--- src/rtl/ram_cmd_ctrl.sv ---
// ram_cmd_ctrl: in-order command sequencer in front of a single-port ram.
// Commands are buffered in a small FIFO, issued one at a time as a single
// cycle ram_en pulse, and read data is returned on a held response channel.
//
// state  | meaning
// -------+-------------------------------------------------------------
// IDLE   | waiting for a FIFO head that may issue; pops it and drives ram_en
// ISSUE  | ram samples the command this cycle; ram_en drops
// CAPT   | read data is on ram_data_rd; latch it into the response regs
module ram_cmd_ctrl #(
  parameter int DATA_WIDTH = 32,
  parameter int ADDR_WIDTH = 10,
  parameter int CMD_DEPTH  = 4
) (
  input  logic                  clk,
  input  logic                  rstn,
  input  logic                  cmd_valid,
  output logic                  cmd_ready,
  input  logic                  cmd_wr,
  input  logic [ADDR_WIDTH-1:0] cmd_addr,
  input  logic [DATA_WIDTH-1:0] cmd_wdata,
  output logic                  rsp_valid,
  input  logic                  rsp_ready,
  output logic [ADDR_WIDTH-1:0] rsp_addr,
  output logic [DATA_WIDTH-1:0] rsp_rdata,
  output logic                  ram_en,
  output logic                  ram_wr_rdn,
  output logic [ADDR_WIDTH-1:0] ram_addr,
  output logic [DATA_WIDTH-1:0] ram_data_wr,
  input  logic [DATA_WIDTH-1:0] ram_data_rd,
  output logic                  busy
);

  localparam int PTR_W = $clog2(CMD_DEPTH);
  localparam int CNT_W = PTR_W + 1;
  localparam logic [CNT_W-1:0] FULL_CNT = CNT_W'(CMD_DEPTH);

  typedef enum logic [1:0] {
    S_IDLE  = 2'd0,
    S_ISSUE = 2'd1,
    S_CAPT  = 2'd2
  } state_t;

  // FIFO storage and bookkeeping
  logic                  fifo_wr_q   [CMD_DEPTH];
  logic [ADDR_WIDTH-1:0] fifo_addr_q [CMD_DEPTH];
  logic [DATA_WIDTH-1:0] fifo_data_q [CMD_DEPTH];

  logic [PTR_W-1:0] wr_ptr_q, wr_ptr_d;
  logic [PTR_W-1:0] rd_ptr_q, rd_ptr_d;
  logic [CNT_W-1:0] count_q, count_d;

  logic                  push;
  logic                  pop;
  logic                  fifo_empty;
  logic                  fifo_full;
  logic                  head_wr;
  logic [ADDR_WIDTH-1:0] head_addr;
  logic [DATA_WIDTH-1:0] head_data;

  // FSM and registered outputs
  state_t                state_q, state_d;
  logic                  ram_en_q, ram_en_d;
  logic                  ram_wr_rdn_q, ram_wr_rdn_d;
  logic [ADDR_WIDTH-1:0] ram_addr_q, ram_addr_d;
  logic [DATA_WIDTH-1:0] ram_data_wr_q, ram_data_wr_d;
  logic                  rsp_valid_q, rsp_valid_d;
  logic [ADDR_WIDTH-1:0] rsp_addr_q, rsp_addr_d;
  logic [DATA_WIDTH-1:0] rsp_rdata_q, rsp_rdata_d;

  assign fifo_empty = (count_q == '0);
  assign fifo_full  = (count_q == FULL_CNT);
  assign cmd_ready  = !fifo_full;
  assign push       = cmd_valid && !fifo_full;

  assign head_wr   = fifo_wr_q[rd_ptr_q];
  assign head_addr = fifo_addr_q[rd_ptr_q];
  assign head_data = fifo_data_q[rd_ptr_q];

  // Capture accepted commands into the slot at the write pointer.
  always_ff @(posedge clk) begin
    if (push) begin
      fifo_wr_q[wr_ptr_q]   <= cmd_wr;
      fifo_addr_q[wr_ptr_q] <= cmd_addr;
      fifo_data_q[wr_ptr_q] <= cmd_wdata;
    end
  end

  // Pointer and occupancy update; pointers wrap naturally at CMD_DEPTH.
  always_comb begin
    wr_ptr_d = wr_ptr_q;
    rd_ptr_d = rd_ptr_q;
    count_d  = count_q;
    if (push) begin
      wr_ptr_d = wr_ptr_q + PTR_W'(1);
    end
    if (pop) begin
      rd_ptr_d = rd_ptr_q + PTR_W'(1);
    end
    case ({push, pop})
      2'b10:   count_d = count_q + CNT_W'(1);
      2'b01:   count_d = count_q - CNT_W'(1);
      default: count_d = count_q;
    endcase
  end

  // FIFO pointer registers; reset drops any pending commands.
  always_ff @(posedge clk or negedge rstn) begin
    if (!rstn) begin
      wr_ptr_q <= '0;
      rd_ptr_q <= '0;
      count_q  <= '0;
    end else begin
      wr_ptr_q <= wr_ptr_d;
      rd_ptr_q <= rd_ptr_d;
      count_q  <= count_d;
    end
  end

  // Next-state and output decode. A read at the head waits while an earlier
  // response is still unaccepted, which also holds back everything behind it.
  always_comb begin
    state_d       = state_q;
    pop           = 1'b0;
    ram_en_d      = 1'b0;
    ram_wr_rdn_d  = 1'b0;
    ram_addr_d    = ram_addr_q;
    ram_data_wr_d = ram_data_wr_q;
    rsp_valid_d   = rsp_valid_q;
    rsp_addr_d    = rsp_addr_q;
    rsp_rdata_d   = rsp_rdata_q;

    if (rsp_valid_q && rsp_ready) begin
      rsp_valid_d = 1'b0;
    end

    case (state_q)
      S_IDLE: begin
        if (!fifo_empty && (head_wr || !rsp_valid_q)) begin
          pop          = 1'b1;
          ram_en_d     = 1'b1;
          ram_wr_rdn_d = head_wr;
          ram_addr_d   = head_addr;
          if (head_wr) begin
            ram_data_wr_d = head_data;
          end
          state_d = S_ISSUE;
        end
      end
      S_ISSUE: begin
        // ram_wr_rdn_q still describes the command the ram is sampling now
        state_d = ram_wr_rdn_q ? S_IDLE : S_CAPT;
      end
      S_CAPT: begin
        rsp_valid_d = 1'b1;
        rsp_addr_d  = ram_addr_q;
        rsp_rdata_d = ram_data_rd;
        state_d     = S_IDLE;
      end
      default: begin
        state_d = S_IDLE;
      end
    endcase
  end

  // FSM state, ram drive and response registers.
  always_ff @(posedge clk or negedge rstn) begin
    if (!rstn) begin
      state_q       <= S_IDLE;
      ram_en_q      <= 1'b0;
      ram_wr_rdn_q  <= 1'b0;
      ram_addr_q    <= '0;
      ram_data_wr_q <= '0;
      rsp_valid_q   <= 1'b0;
      rsp_addr_q    <= '0;
      rsp_rdata_q   <= '0;
    end else begin
      state_q       <= state_d;
      ram_en_q      <= ram_en_d;
      ram_wr_rdn_q  <= ram_wr_rdn_d;
      ram_addr_q    <= ram_addr_d;
      ram_data_wr_q <= ram_data_wr_d;
      rsp_valid_q   <= rsp_valid_d;
      rsp_addr_q    <= rsp_addr_d;
      rsp_rdata_q   <= rsp_rdata_d;
    end
  end

  assign ram_en      = ram_en_q;
  assign ram_wr_rdn  = ram_wr_rdn_q;
  assign ram_addr    = ram_addr_q;
  assign ram_data_wr = ram_data_wr_q;
  assign rsp_valid   = rsp_valid_q;
  assign rsp_addr    = rsp_addr_q;
  assign rsp_rdata   = rsp_rdata_q;
  assign busy        = !fifo_empty || (state_q != S_IDLE);

endmodule
--- config.mk ---
export PLATFORM = sky130hd
export DESIGN_NAME = ram_cmd_ctrl
export DESIGN_NICKNAME = d
export VERILOG_FILES = /design/src/rtl/ram_cmd_ctrl.sv
export SDC_FILE = /design/constraint.sdc
export NUM_CORES = 1
export LEC_CHECK = 0
export CAP_MARGIN = 10
export CORE_MARGIN = 3
export CORE_UTILIZATION = 55
export CTS_CLUSTER_DIAMETER = 40
export DETAILED_ROUTE_END_ITERATION = 10
export GPL_TIMING_DRIVEN = 1
export HOLD_SLACK_MARGIN = 0.08
export MAX_ROUTING_LAYER = met4
export PLACE_DENSITY_LB_ADDON = 0.3
export SETUP_SLACK_MARGIN = 0.4
export SYNTH_ARGS = -nofsm -noshare
export SYNTH_HDL_FRONTEND = slang
export SYNTH_SLANG_ARGS = --single-unit
export TNS_END_PERCENT = 5
--- constraint.sdc ---
create_clock -name clk -period 4.9 [get_ports clk]
set_clock_uncertainty 0.15 [all_clocks]
set_input_delay 1.225 -clock clk [delete_from_list [all_inputs] [get_ports clk]]
set_output_delay 1.225 -clock clk [all_outputs]
set_load 0.005 [all_outputs]
### After elaboration in Yosys (flattened, before gate mapping)

Memories as Yosys holds them, arrays and structs flattened. A register that Yosys moved wholly into a read port is not among the register bits.
Index checks and enable logic that the tools add are counted.

* equality and inequality tests: 6
* mux-type cells: 12
* $add $sub $neg: 4
* reductions and logical operators: 17

Operator list (count)
* $mux W1: 8
* $pmux W3 S2: 1
* $reduce_bool A2 Y1: 3
* $logic_not A1 Y1: 5
* $add A2 B1 Y2 const B: 2
* $eq A2 B1 Y1 const B: 2
* $eq A2 B2 Y1 const B: 2
* $mux W2: 2
* $pmux W2 S2: 1
* $add A3 B1 Y3 const B: 1
* $eq A3 B3 Y1 const B: 1
* $logic_and A1 B1 Y1: 3
* $logic_not A3 Y1: 1
* $reduce_and A3 Y1: 1
* $sub A3 B1 Y3 const B: 1
* $logic_not A2 Y1: 1
* $logic_or A1 B1 Y1: 2
* $ne A2 B2 Y1 const B: 1
* $reduce_and A2 Y1: 1

* input bits: 79
* bits in writable memories: 172
* output and inout bits: 89
* memories: 3
* bits in registers: 54

Memory list
* fifo_data_q: words 4, width 32, read ports 1, clocked after memory_dff 1, write ports 1, RTL line 47 `logic [DATA_WIDTH-1:0] fifo_data_q [CMD_DEPTH];`
* fifo_addr_q: words 4, width 10, read ports 1, clocked after memory_dff 1, write ports 1, RTL line 46 `logic [ADDR_WIDTH-1:0] fifo_addr_q [CMD_DEPTH];`
* fifo_wr_q: words 4, width 1, read ports 1, clocked after memory_dff 0, write ports 1, RTL line 45 `logic fifo_wr_q [CMD_DEPTH];`

### Depth between registers and ports, before layout

* depth after elaboration: 7
* depth in mapped cells: 11
* mapped depth without buffers: 10

### Worst setup path after synthesis

OpenSTA, ideal clock, no wires.

* path kind: input to register
* from: input cmd_valid
* to: memory fifo_addr_q[0][0] (enable)
* buffers on the path: 0
* library setup time: 405 ps
* arrival: 2298 ps
* required time: 4345 ps
* setup slack: 2047 ps
* cell stages on the path: 1
* cells stage by stage: and3_1

* cells in the longest elaborated chain, start to end: 3

Ends and longest elaborated chain
* start, declared: RTL line 17 `input logic cmd_valid,`
* $logic_and A1 B1 Y1: RTL line 74 `assign push = cmd_valid && !fifo_full;`
* $mux W1: RTL line 82 `if (push) begin`
* $mux W1 (implied by the code): RTL line 84 `fifo_addr_q[wr_ptr_q] <= cmd_addr;`
* end, declared: RTL line 46

Every way passes these cells.

### Final worst setup path

* from: register count_q[0]
* to: output busy

* cells in the longest elaborated chain, start to end: 3

Ends and longest elaborated chain
* start, declared: RTL line 51 `logic [CNT_W-1:0] count_q, count_d;`
* start signal, assigned: RTL line 116 `count_q <= count_d;`
* $logic_not A3 Y1: RTL line 71 `assign fifo_empty = (count_q == '0);`
* $logic_not A1 Y1: RTL line 196 `assign busy = !fifo_empty || (state_q != S_IDLE);`
* $logic_or A1 B1 Y1: RTL line 196
* end, declared: RTL line 31 `output logic busy`

Every way passes these cells.

==> impl_metrics.sql <==
INSERT INTO impl_metrics (metric_group, metric, value, unit) VALUES
('clock_network', 'clock_path_buffers', '3', ''),
('cells_and_area', 'antenna-diode-count', '0', ''),
('grt', 'grt_overflow_total', '0', ''),
('floorplan', 'start_util', '56.44', '%'),
('clock_network', 'number_of_buffers_added_for_setup_after_cts', '0', ''),
('floorplan', 'dieWidth', '142.5', 'um'),
('grt', 'initial_antenna_violation_count', '0', ''),
('logic_synthesis', 'synth.lib_cells_used.distinct', '35', ''),
('grt', 'largest_net_degree_at_the_start_of_global_routing', '78', ''),
('worst_setup_path', 'critPathRequiredTime', '3.52', 'ns'),
('worst_setup_path', 'path_cells', 'or3_1 > nand2b_1 > clkdlybuf4s50_1', ''),
('status', 'outcome', 'complete, no violations', ''),
('placed_design', 'dpl_cell_area', '0.01207', 'mm2'),
('clock_network', 'clock_latency', '0.55', 'ns'),
('grt', 'grt_pass1_wl', '30640', 'um'),
('clock_network', 'cts.htree.levels', '1', ''),
('cells_and_area', 'design.final.nets', '729', ''),
('grt', 'track_usage', '20.23', '%'),
('hold_path', 'worst_hold_path_type', 'reg -> reg', ''),
('worst_setup_path', 'arrival', '2.03', 'ns'),
('timing', 'finalHoldViolCount', '0', ''),
('timing', 'fmax', '0.2940', 'GHz'),
('pwr', 'swShare', '27.94', '%'),
('worst_setup_path', 'timing.critical_path.to_type', 'primary output', ''),
('run', 'maxCapViolCount', '0', ''),
('pwr', 'internal_power', '6.120', 'mW'),
('clock_network', 'cts.sinks', '268', ''),
('worst_setup_path', 'crit_path_max_fanout', '3', ''),
('timing', 'timing.final.max_slew_violations', '0', ''),
('pwr', 'comb_power_share', '32.9', '%'),
('logic_synthesis', 'synth.top_cells.by_area', 'sky130_fd_sc_hd__edfxtp_1 50%, sky130_fd_sc_hd__dfrtp_1 23%, sky130_fd_sc_hd__mux4_1 6.7%', ''),
('pwr', 'share_clk_of_total_power', '24.7', '%'),
('timing', 'rsz_0062_raised_after_global_routing', 'false', ''),
('placed_design', 'port_buffers', '167', ''),
('worst_setup_path', 'worstSetupPathType', 'reg -> out', ''),
('placed_design', 'hpwlAfterDp', '12030', 'um'),
('detailed_routing', 'drt_first_pass_iters', '4', ''),
('clock_network', 'postCtsResizedCells', '0', ''),
('timing', 'fin_tns_setup', '0', 'ns'),
('clock_network', 'clk_root_buffer_cell', 'sky130_fd_sc_hd__clkbuf_16', ''),
('pwr', 'vdd_ir_drop_max', '0.4624', 'mV'),
('logic_synthesis', 'yosysSeqAreaShare', '73.88', '%'),
('grt', 'first_global_vias', '5396', ''),
('floorplan', 'rows', '49', ''),
('logic_synthesis', 'number_of_synthesized_register_bits', '268', ''),
('detailed_routing', 'antenna_violating_nets_post_route', '0', ''),
('detailed_routing', 'post-route-drc-count', '0', ''),
('detailed_routing', 'initialDrtViolationCount', '252', ''),
('pwr', 'powerDensity', '650.1', 'mW/mm2'),
('floorplan', 'floorplan.die.height', '142.5', 'um'),
('cells_and_area', 'share_of_final_layout_standard_cells_stronger_than_drive_strength_1', '18.71', '%'),
('logic_synthesis', 'synthCells', '461', ''),
('worst_setup_path', 'cpMaxStageDelayCell', 'sky130_fd_sc_hd__clkdlybuf4s50_1', ''),
('pwr', 'switching_power', '2.373', 'mW'),
('pwr', 'seq_power_share', '42.4', '%'),
('clock_network', 'tritoncts', 'done', ''),
('placed_design', 'gpl.final_weighted_congestion', '0.7404', ''),
('detailed_routing', 'detail_route.wl_per_cell', '21.78', 'um'),
('timing', 'worst_slew_pin_slew', '1.181', 'ns'),
('timing', 'finalSetupViolCount', '0', ''),
('timing', 'post-route-min-period', '3.401', 'ns'),
('detailed_routing', 'detailroute.via_count', '4970', ''),
('logic_synthesis', 'synthesis.nets', '546', ''),
('worst_setup_path', 'timing.critical_path.from_type', 'flop', ''),
('timing', 'relSlewSlack', '21.24', '%'),
('floorplan', 'die_area', '0.02030', 'mm2'),
('floorplan', 'floorplan.io_pins', '168', ''),
('floorplan', 'coreArea', '0.01815', 'mm2'),
('logic_synthesis', 'synthDominantCellAreaShare', '50.43', '%'),
('clock_network', 'cts.clk_slew.worst_paths', '0.06', 'ns'),
('clock_network', 'cts_buffers', '30', '');
==> kinds of logic after synthesis <==
family                   Yosys count  share of synthesized area [%]
AO/OA/AOI/OAI                      6                         0.5131
adder cells (fa/ha/maj)            6                         0.8063
buffers and inverters             28                          2.089
flip-flops                       268                          73.88
AND/OR/NAND/NOR                   18                          1.051
multiplexers                     130                          21.23
XOR/XNOR                           5                         0.4276
==> layout by cell type, fill, tap and decap left out, types with 5 or more instances in the layout <==
| cell | synthesis | final |
|---|---|---|
| sky130_fd_sc_hd__edfxtp_1 | 172 | 172 |
| sky130_fd_sc_hd__clkdlybuf4s50_1 | 0 | 166 |
| sky130_fd_sc_hd__dfrtp_1 | 96 | 94 |
| sky130_fd_sc_hd__mux2_1 | 46 | 46 |
| sky130_fd_sc_hd__mux2_4 | 38 | 38 |
| sky130_fd_sc_hd__clkbuf_16 | 0 | 30 |
| sky130_fd_sc_hd__mux4_1 | 26 | 26 |
| sky130_fd_sc_hd__mux4_2 | 16 | 16 |
| sky130_fd_sc_hd__clkinv_2 | 0 | 7 |
| sky130_fd_sc_hd__inv_1 | 5 | 5 |
| sky130_fd_sc_hd__ha_1 | 5 | 5 |
==> metal layers <==
metal,track usage [%],up-vias,part of all wire [%]
met4,5.703,0,2.4
met5,-,-,0
met1,27.78,2523,42
li1,-,2211,-
met3,3.091,33,6.2
met2,32.22,203,49
==> synthesized netlist by cell type, drive strengths merged <==
| cell type | count |
|---|---|
| mux4 | 42 |
| and2 | 1 |
| dlygate4sd1 | 4 |
| inv | 8 |
| a311oi | 2 |
| ha | 5 |
| mux2i | 2 |
| o21ai | 1 |
| buf | 15 |
| nor3b | 2 |
| mux2 | 86 |
| a21o | 1 |
| nor2b | 3 |
| xnor2 | 2 |
| nor2 | 3 |
| nand2b | 1 |
| and3 | 4 |
| nand2 | 1 |
| or3 | 1 |
| o31ai | 1 |
| nand3 | 2 |
| fa | 1 |
| clkbuf | 1 |
| dfrtp | 96 |
| xor2 | 3 |
| edfxtp | 172 |
| a211o | 1 |
==> worst paths after layout <==
path	endpoint	cells after the start	start	slack, ns
max	busy	3	count_q[0]$_DFFE_PN0P_	1.50
min	state_q[1]$_DFFE_PN0P_	1	ram_wr_rdn$_DFF_PN0_	0.30
max reg2reg	count_q[2]$_DFFE_PN0P_	9	rd_ptr_q[0]$_DFFE_PN0P_	1.90
min reg2reg	state_q[1]$_DFFE_PN0P_	1	ram_wr_rdn$_DFF_PN0_	0.30
max in group asynchronous	ram_data_wr[17]$_DFFE_PN0P_	2	rstn	3.06
min in group asynchronous	rsp_addr[2]$_DFFE_PN0P_	1	rstn	0.68
==> sequential cells by signal, summed over array words and instances (netlist names), 3 cells and up <==
name,cells
fifo_addr_q,40
ram_data_wr,32
fifo_data_q,128
rsp_rdata,32
ram_addr,10
fifo_wr_q,4
rsp_addr,10
count_q,3
==> cell type report <==
class	count	area (um2)
Sequential cell	268	7572
Fill cell	1083	5084
Clock inverter	25	215.2
Tap cell	229	286.5
Timing Repair Buffer	171	1719
Multi-Input combinational cell	165	2486
Clock buffer	31	754.5
Inverter	8	30.03
==> worst max-delay path: cells and delay by family (launching register included) <==
family,cells,cell delay (ns)
simple gates,2,0.59
buf+inv,1,0.47
flops,1,0.42
==> through the flow <==
| step | worst slack [ns] | instances | utilization (%) | power (mW) | hold WS [ns] |
|---|---|---|---|---|---|
| 4_1_cts | 1.463 | 896 | 71.84 | 8.595 | 0.3005 |
| 6_report | 1.499 | 897 | 71.99 | 8.493 | 0.2971 |
| 2_1_floorplan | 2.047 | 461 | - | 5.218 | 0.2743 |
| 3_3_place_gp | 1.641 | 840 | 66.49 | 6.321 | 0.2922 |
| 3_5_place_dp | 1.576 | 840 | 66.49 | 6.443 | 0.2906 |
| 5_1_grt | 1.428 | 897 | 71.99 | 8.946 | 0.3208 |
==> power by group through the flow <==
stage | logic, mW | clock network [mW] | registers, mW
floorplan | 1.74 | 0 | 3.48
global placement | 2.73 | 0 | 3.59
detailed placement | 2.80 | 0 | 3.64
CTS | 2.83 | 2.16 | 3.61
global route | 3.00 | 2.26 | 3.69
finish | 2.79 | 2.10 | 3.60
No activity file was read; power rests on OpenSTA's default activity.
